File: src/rtl/bp_fe_cache_req_arbiter.sv
// Round-robin arbiter sharing one LCE cache-request channel between two requesters.
// One miss outstanding at a time; metadata and completion are steered to the miss owner.
//
// state           | meaning
// ----------------+-------------------------------------------------------------
// e_ready         | no miss in flight; grant a valid requester to the LCE
// e_wait_meta     | miss accepted; forwarding owner's metadata until it is valid
// e_wait_complete | metadata delivered; waiting for the LCE to finish the miss
module bp_fe_cache_req_arbiter #(
  parameter int req_width_p      = 64,
  parameter int metadata_width_p = 8
) (
  input  logic                        clk_i,
  input  logic                        reset_i,

  input  logic [req_width_p-1:0]      req0_i,
  input  logic                        req0_v_i,
  output logic                        req0_ready_o,
  input  logic [metadata_width_p-1:0] req0_metadata_i,
  input  logic                        req0_metadata_v_i,
  output logic                        req0_complete_o,

  input  logic [req_width_p-1:0]      req1_i,
  input  logic                        req1_v_i,
  output logic                        req1_ready_o,
  input  logic [metadata_width_p-1:0] req1_metadata_i,
  input  logic                        req1_metadata_v_i,
  output logic                        req1_complete_o,

  output logic [req_width_p-1:0]      cache_req_o,
  output logic                        cache_req_v_o,
  input  logic                        cache_req_ready_i,
  output logic [metadata_width_p-1:0] cache_req_metadata_o,
  output logic                        cache_req_metadata_v_o,
  input  logic                        cache_req_complete_i
);

  typedef enum logic [1:0] {
    e_ready         = 2'd0,
    e_wait_meta     = 2'd1,
    e_wait_complete = 2'd2
  } state_e;

  state_e state_q, state_d;
  logic   owner_q, owner_d;
  logic   last_grant_q, last_grant_d;

  logic                        grant;
  logic                        any_v;
  logic                        owner_meta_v;
  logic [metadata_width_p-1:0] owner_meta;

  // A lone valid requester wins; on a tie the one not granted last time wins.
  assign any_v = req0_v_i | req1_v_i;
  assign grant = req1_v_i & (~req0_v_i | ~last_grant_q);

  assign owner_meta_v = owner_q ? req1_metadata_v_i : req0_metadata_v_i;
  assign owner_meta   = owner_q ? req1_metadata_i   : req0_metadata_i;

  always_comb begin
    state_d                = state_q;
    owner_d                = owner_q;
    last_grant_d           = last_grant_q;
    cache_req_o            = '0;
    cache_req_v_o          = 1'b0;
    cache_req_metadata_o   = '0;
    cache_req_metadata_v_o = 1'b0;
    req0_ready_o           = 1'b0;
    req1_ready_o           = 1'b0;
    req0_complete_o        = 1'b0;
    req1_complete_o        = 1'b0;

    if (!reset_i) begin
      unique case (state_q)
        e_ready: begin
          cache_req_v_o = any_v;
          if (any_v) begin
            cache_req_o = grant ? req1_i : req0_i;
          end
          req0_ready_o = any_v & ~grant & cache_req_ready_i;
          req1_ready_o = any_v &  grant & cache_req_ready_i;
          if (any_v && cache_req_ready_i) begin
            owner_d      = grant;
            last_grant_d = grant;
            state_d      = e_wait_meta;
          end
        end

        e_wait_meta: begin
          cache_req_metadata_v_o = owner_meta_v;
          cache_req_metadata_o   = owner_meta;
          // An early completion ends the miss even if metadata never arrived.
          if (cache_req_complete_i) begin
            req0_complete_o = ~owner_q;
            req1_complete_o =  owner_q;
            state_d         = e_ready;
          end else if (owner_meta_v) begin
            state_d = e_wait_complete;
          end
        end

        e_wait_complete: begin
          if (cache_req_complete_i) begin
            req0_complete_o = ~owner_q;
            req1_complete_o =  owner_q;
            state_d         = e_ready;
          end
        end

        default: begin
          state_d = e_ready;
        end
      endcase
    end
  end

  always_ff @(posedge clk_i) begin
    if (reset_i) begin
      state_q      <= e_ready;
      owner_q      <= 1'b0;
      last_grant_q <= 1'b1;
    end else begin
      state_q      <= state_d;
      owner_q      <= owner_d;
      last_grant_q <= last_grant_d;
    end
  end

endmodule

File: config.mk
export PLATFORM = sky130hd
export DESIGN_NAME = bp_fe_cache_req_arbiter
export DESIGN_NICKNAME = d
export VERILOG_FILES = /design/src/rtl/bp_fe_cache_req_arbiter.sv
export SDC_FILE = /design/constraint.sdc
export NUM_CORES = 1
export LEC_CHECK = 0
export BUFFER_PORTS_ARGS = -buffer_cell sky130_fd_sc_hd__buf_4
export CORE_AREA = 2 2 88 90
export DETAILED_ROUTE_END_ITERATION = 10
export DIE_AREA = 0 0 90 92
export SYNTH_ARGS = -nofsm -noshare
export SYNTH_HDL_FRONTEND = slang
export SYNTH_SLANG_ARGS = --single-unit
export TNS_END_PERCENT = 1
File: constraint.sdc
create_clock -name clk_i -period 3.1 [get_ports clk_i]
set_input_delay 0.465 -clock clk_i [delete_from_list [all_inputs] [get_ports clk_i]]
set_output_delay 0.465 -clock clk_i [all_outputs]
set_load 0.02 [all_outputs]
==> results of run 1 <==
-- synthesized netlist by cell type, types with 2 or more instances --
| master | n | area (um2) |
|---|---|---|
| buf_2 | 10 | 50.1 |
| o21ai_1 | 2 | 10.0 |
| ha_1 | 3 | 37.5 |
| nand2_1 | 129 | 484 |
| a21oi_2 | 39 | 342 |
| nor2b_1 | 3 | 18.8 |
| mux2i_1 | 9 | 90.1 |
| a21oi_1 | 27 | 135 |
| dfxtp_1 | 4 | 80.1 |
| or2_2 | 2 | 12.5 |
| buf_4 | 10 | 75.1 |
| inv_1 | 3 | 11.3 |
| buf_6 | 3 | 33.8 |
| nor2_1 | 9 | 33.8 |
-- cell usage in the layout, fill, tap and decap left out, types with 2 or more instances in the layout --
master	instances
buf_4	236
nand2_1	129
a21oi_2	39
a21oi_1	27
mux2i_1	9
nor2_1	9
dfxtp_1	4
inv_1	3
nor2b_1	3
ha_1	3
clkbuf_8	3
or2_2	2
-- layout make-up --
class | count | area [um2]
fillers | 785 | 4070
multi-input cells | 239 | 1320
repair buffers | 237 | 1790
flip-flops and latches | 4 | 80.1
clock buffers | 3 | 41.3
inverters | 4 | 15.0
well taps | 102 | 128
-- metal layers --
metal  global-route usage  share of wire  up-vias
li1                     -              -     1325
met1                0.198           0.38     1113
met2                0.321           0.52      129
met3               0.0403          0.084        8
met4               0.0410          0.011        0
met5                    0              0        -
-- cell families after synthesis --
logic type / after synthesis / share of synthesized area
mux: 9 / 0.0578
compound gates: 78 / 0.372
fa+ha+maj: 3 / 0.0241
buf+inv: 28 / 0.114
flops: 4 / 0.0514
simple gates: 149 / 0.381
-- final timing paths --
| check | cells past startpoint | start | to | slack (ns) |
|---|---|---|---|---|
| max | 7 | state_q[0] | cache_req_o[13] | 0.54 |
| min reg2reg | 2 | state_q[1] | state_q[1] | 0.53 |
| max reg2reg | 3 | owner_q | state_q[0] | 1.41 |
| min | 2 | reset_i | state_q[0] | 0.48 |
-- flip-flops by register name (all words and copies together), names as in the netlist --
signal	flops
owner_q	1
last_grant_q	1
state_q	2
-- worst register-to-register path, cell delays in order (launching register included) --
cell	delay, ns
dfxtp_1	0.66
mux2i_1	0.49
a21oi_1	0.15
a221oi_2	0.30
-- report_power, final --
part / internal, mW / leakage, nW / switching, mW / total [mW]
registers: 0.0552 / 0.0328 / 0.00562 / 0.0608
logic: 0.277 / 1.69 / 0.282 / 0.559
clock network: 0.0831 / 0.0216 / 0.0306 / 0.114
==> run metrics, run 1 <==
Total Routed Length approximately 7700 um; worst rel slew slack 0.492; clk_skew 0.00293 ns; latest clock arrival within the worst-skew pair between 0.2 and 0.25 ns; Power, Total about 0.73 mW; sequential fraction of the synthesis area 0.0514; final core occ 0.453; buffers added on ports about 230; Area Growth Syn to Fin 117%; I/O Pins 230; via count 2,575; DP Worst Slack 0.747 ns; CTS Hold Bufs 0; Synth Cell Area 1560 um2; Overflow after GRT 0; Netlist cell types 32; Setup Viol. Count Final 0; DRT Pass-1 Iters 4; Crit path arrival time 2.09 ns; min cycle time layout 2.56 ns; Final Max Slew Viols 0; largest fanout on the critical path 19; global-route wire length before repair ~12,000 um; ratio of cells with drive above 1 in the final layout 0.589; Final period util 0.825; number of antenna violations at the first check in global routing 0; Power per Cell Area 217 nW/um2; FFs w/ async S/R, synth 0; drc violations 0; Leakage 1.74 nW; Routed WL per cell between 10 and 15 um; Placeable Area approximately 7400 um2; antenna-violating nets left 0; Synth Net Count 426; crit-path cells inv_1, ha_1, nor2b_1, o21ai_4, buf_4, a21oi_1, buf_4; clock buffer count from CTS 3; Final GP Congestion 0.846; die width 90 um; setup ws final about 0.54 ns; Bufs and invs on worst path 3; postcts setup bufs 0; number of global-route vias before repair 2,405; Max Cap Viol 0; TritonCTS clock tree yes; EDFF count, synth 0; Slowest cell on crit path dfxtp_1; Worst Max-Slew Pin Slew approximately 0.76 ns; Post-DP HPWL 6290 um; # rows 32; outcome complete, no violations; DP Area roughly 3300 um2; GRT Total Usage 0.172; Final nets 644; Starting Density 0.209; critical path class reg -> out; clock buffer depth 2; initial DRC count 111; pin count of the biggest net entering global routing 36; RSZ-0062 raised after global routing no; Crit path top cell by count buf_4; Design Area, Final 3370 um2; Fmax around 0.39 GHz; Worst Setup Start Kind flop; WHS 0.483 ns; Final Hold Viols 0; Clock transition at path regs 0.03 ns; crit-path max cell delay 0.30 ns; DIE HEIGHT 92 um; delay-heaviest family, CP buffers and inverters; Syn Inst Count 271; worst hold path type in -> reg; syn avg cell area 5.75 um2; peak supply drop 0.000203 V; vias per inst 4.37; Yosys warning total 0; # resized after CTS 0; Sink Count 4; CTS Root Cell clkbuf_8; WP data required 2.63 ns; Die ar. 8280 um2; placed insts 586; Post-synth top flop dfxtp_1; Ant. Diodes 0; CP endpoint kind output pin; Total Negative Setup Slacks 0 ns; Yosys reg bits 4; H-tree depth 1; final non-filler cell total 589
No activity file was read; power rests on OpenSTA's default activity.
==> run 2, diff against run 1 <==
Settings changed: CORE_AREA 2 2 88 90 to 2 2 89 91, DIE_AREA 0 0 90 92 to 0 0 91 93.
Clock period 3.1 ns to 2 ns, I/O delays scaled along.
==> run metrics, run 2 (synthesized netlist as in run 1, its figures left out) <==
outcome complete, no violations; CP endpoint kind output pin; pin count of the biggest net entering global routing 50; GRT Total Usage 0.165; vias per inst 4.43; Final period util 0.956; WP depth 7; Area Growth Syn to Fin 120%; clk_skew roughly 0.0023 ns; TritonCTS clock tree yes; Die ar. 8460 um2; CTS Root Cell clkbuf_8; DRT Pass-1 Iters 4; Max Cap Viol 0; clock buffer count from CTS 3; latest clock arrival within the worst-skew pair about 0.22 ns; Total Routed Length 7700 um; Setup Viol. Count Final 0; die width around 91 um; global-route wire length before repair roughly 12,000 um; initial DRC count between 90 and 100; peak supply drop 0.000257 V; Power, Total 1.16 mW; Overflow after GRT 0; number of antenna violations at the first check in global routing 0; H-tree depth 1; largest fanout on the critical path 29; setup ws final roughly 0.088 ns; antenna-violating nets left 0; Leakage 1.77 nW; Largest register FFs 2; buffers added on ports around 230; Clock transition at path regs 0.03 ns; I/O Pins 230; Placeable Area 7530 um2; R2R cell count 5; delay-heaviest family, CP buffers and inverters; biggest regs state_q x2, last_grant_q x1, owner_q x1; ratio of cells with drive above 1 in the final layout 0.591; min cycle time layout 1.91 ns; Post-DP HPWL approximately 6200 um; Fmax around 0.52 GHz; drc violations 0; worst rel slew slack 0.707; most frequent cells in the layout 232 x buf_4, 129 x nand2_1, 39 x a21oi_2; Slowest cell on crit path dfxtp_1; CTS Hold Bufs 0; RSZ-0062 raised after global routing yes; worst hold path type in -> reg; Final GP Congestion 0.763; crit-path max cell delay 0.30 ns; Sink Count 4; Ant. Diodes 0; Final Hold Viols 0; most common cell after layout, fill and taps aside buf_4; WP data required between 1.5 and 2 ns; # rows 32; number of global-route vias before repair 2,487; Hold Path Cell Cnt 2; critical path class reg -> out; crit-path cells inv_1, ha_1, nor2b_4, o21ai_4, buf_12, a21oi_1, buf_4; Worst Setup Start Kind flop; clock buffer depth 2; Power per Cell Area 337 nW/um2; Worst Max-Slew Pin Slew 0.427 ns; DP Worst Slack 0.0934 ns; Crit path arrival time about 1.6 ns; Routed WL per cell approximately 13 um; Starting Density 0.207; Final nets between 600 and 700; Bufs and invs on worst path 3; via count about 2,600; Largest Register state_q; Final Max Slew Viols 0; DIE HEIGHT 93 um
run 2: changes by cell type in the layout (fill, tap and decap cells not counted):
| cell | previous run | this run |
|---|---|---|
| buf_12 | 1 | 5 |
| nor2b_4 | 0 | 1 |
| nor2b_1 | 3 | 2 |
| buf_4 | 236 | 232 |
run 2: worst paths after layout:
kind,from,end,slack [ns]
worst min register to register,state_q[1],state_q[1],0.53
worst max-delay path,state_q[0],cache_req_o[63],0.09
worst max register to register,state_q[0],state_q[1],0.57
worst min-delay path,reset_i,owner_q,0.34
run 2: repair_timing:
| action | CTS | global route |
|---|---|---|
| cloned | 0 | 0 |
| setup endpoints to repair | 36 | 30 |
| resized for setup | 3 | 2 |
| setup buffers | 0 | 0 |
run 2: metal layers:
layer	GRT usage	wire length, um	vias to the layer above
met5	0	0	-
met4	0.0328	112	0
met3	0.0306	668	11
met2	0.314	3960	133
met1	0.194	2960	1142
li1	-	-	1324
run 2: metrics by stage:
| stage | hold slack, ns | cell area [um2] | std cells | setup TNS, ns | utilization |
|---|---|---|---|---|---|
| after floorplan | 0.463 | 1560 | 271 | 0 | - |
| after detailed placement | 0.534 | 3370 | 586 | 0 | 0.448 |
| final | 0.340 | 3430 | 589 | 0 | 0.456 |
| after global placement | 0.525 | 3370 | 586 | 0 | 0.448 |
| after global routing | 0.347 | 3430 | 589 | -0.00767 | 0.456 |
| after CTS | 0.329 | 3420 | 589 | 0 | 0.455 |
run 2: worst reg2reg max path: stages (launching register included):
cell	delay (ns)
dfxtp_1	0.33
inv_1	0.08
ha_1	0.20
or2_2	0.29
a2111o_1	0.38
o31ai_1	0.06
run 2: power by group:
part	internal, mW	switching [mW]
sequential	0.0856	0.00445
clock	0.129	0.0449
combinational	0.446	0.446
run 2: final cells by class:
class                   count  area [um2]
fillers                   783        4100
repair buffers            237        1840
multi-input cells         239        1330
well taps                 102         128
flip-flops and latches      4        80.1
clock buffers               3        41.3
inverters                   4        15.0
==> run 3, diff against run 2 <==
==> constraint.sdc (replaced) <==
create_clock -name clk_i -period 2 [get_ports clk_i]
set_input_delay 0.4 -clock clk_i [delete_from_list [all_inputs] [get_ports clk_i]]
set_output_delay 0.4 -clock clk_i [all_outputs]
set_load 0.02 [all_outputs]
==> run metrics, run 3 (synthesized netlist as in run 1, its figures left out) <==
TritonCTS clock tree yes; Final nets 659; placed insts 586; ratio of cells with drive above 1 in the final layout 0.663; Reg area 82.6 um2; latest clock arrival within the worst-skew pair roughly 0.21 ns; Post-DP HPWL 6160 um; Routed WL per cell 14.7 um; most frequent cells in the layout 221 x buf_4, 129 x nand2_1, 57 x a21oi_2; min cycle time layout 2.02 ns; Die ar. 8460 um2; clock buffer depth 2; clock buffer count from CTS 3; Crit path arrival time 1.62 ns; area of the multi-input gates 1500 um2; I/O Pins 230; CTS Root Cell clkbuf_8; pin count of the biggest net entering global routing 45; crit-path cells inv_2, ha_4, nor2b_4, o21ai_4, clkbuf_16, a21oi_2, buf_4; WP data required 1.60 ns; Starting Density 0.207; Fmax 0.495 GHz; die width 91 um; biggest regs state_q x2, last_grant_q x1, owner_q x1; antenna-violating nets left 0; Total Routed Length 8860 um; worst hold path type in -> reg; Ant. Diodes 0; drc violations 0; peak supply drop about 0.00041 V; filler cell count 776; Power, Total 1.31 mW; worst rel slew slack 0.687; Area Growth Syn to Fin 149%; largest fanout on the critical path 6; via count 2,730; Power per Cell Area 338 nW/um2; Worst Max-Slew Pin Slew 0.457 ns; global-route wire length before repair 11,400 um; buffers added on ports 229; final non-filler cell total 604; Worst Setup Start Kind flop; Final Max Slew Viols 0; crit-path max cell delay between 0.3 and 0.4 ns; most common cell after layout, fill and taps aside buf_4; H-tree depth 1; Largest Register state_q; Setup Viol. Count Final 1; Leakage approximately 1.9 nW; DRT Pass-1 Iters 4; GRT Total Usage 0.159; vias per inst 4.52; final core occ 0.515; Final period util 1.01; clk_skew ~0.00064 ns; Largest register FFs 2; number of antenna violations at the first check in global routing 0; DIE HEIGHT 93 um; initial DRC count 39; number of global-route vias before repair 2,387; critical path class reg -> out; failing checks setup timing; CTS Hold Bufs 0; Total Negative Setup Slacks -0.0198 ns; Max Cap Viol 0; Overflow after GRT 0; RSZ-0062 raised after global routing yes; Slowest cell on crit path dfxtp_2; setup ws final -0.0198 ns; Final GP Congestion 0.762; Clock transition at path regs 0.03 ns; outcome finished with violations; Final Hold Viols 0; CP endpoint kind output pin; Sink Count 4; # rows 32; Placeable Area 7530 um2
run 3: cell types whose count changed in the layout (fill, tap and decap cells not counted), sizes merged:
cell | previous run | this run
buf | 237 | 246
clkbuf | 3 | 8
o21ai | 3 | 4
run 3: final cells by class:
cell class                      instances  share of cell area
Timing Repair Buffer                  251               0.544
Multi-Input combinational cell        240               0.387
Tap cell                              102              0.0329
Sequential cell                         4              0.0213
Clock buffer                            3              0.0106
Inverter                                4             0.00387
run 3: power breakdown:
group / switching, mW / internal, mW
Sequential: 0.00463 / 0.0861
Clock: 0.0386 / 0.128
Combinational: 0.518 / 0.536
run 3: per-layer routing:
layer,global-route usage,share of wire
met1,0.186,0.41
met2,0.301,0.51
met3,0.0322,0.072
met4,0.0278,0.0073
met5,0,0
run 3: timing repair:
| action | 4_1_cts | 5_1_grt |
|---|---|---|
| pin swaps | 0 | 1 |
| setup endpoints to repair | 64 | 51 |
| buffers inserted | 0 | 5 |
| gates cloned | 0 | 10 |
| resized for setup | 2 | 55 |
run 3: worst paths after layout:
check	start	depth (start not counted)	slack, ns	end
hold / removal	reset_i	2	0.43	state_q[0]
setup / recovery	state_q[1]	7	-0.02	cache_req_o[58]
hold reg to reg	state_q[0]	3	0.60	state_q[0]
setup reg to reg	state_q[1]	6	0.50	state_q[0]
run 3: critical path, delay by kind of cell (launching register included):
kind,cells,cell delay (ns)
AND/OR/NAND/NOR,1,0.22
AO/OA/AOI/OAI,2,0.29
buffers and inverters,3,0.45
flip-flops,1,0.31
adder cells (fa/ha/maj),1,0.14
run 3: stage by stage:
stage                     worst slack (ns)  instance area, um2  hold WS (ns)
after floorplan                      0.106                1560         0.492
after global placement               0.168                3380         0.519
after detailed placement             0.129                3380         0.534
after CTS                          0.00607                3430         0.439
after global routing               -0.0691                3880         0.436
final                              -0.0198                3880         0.433
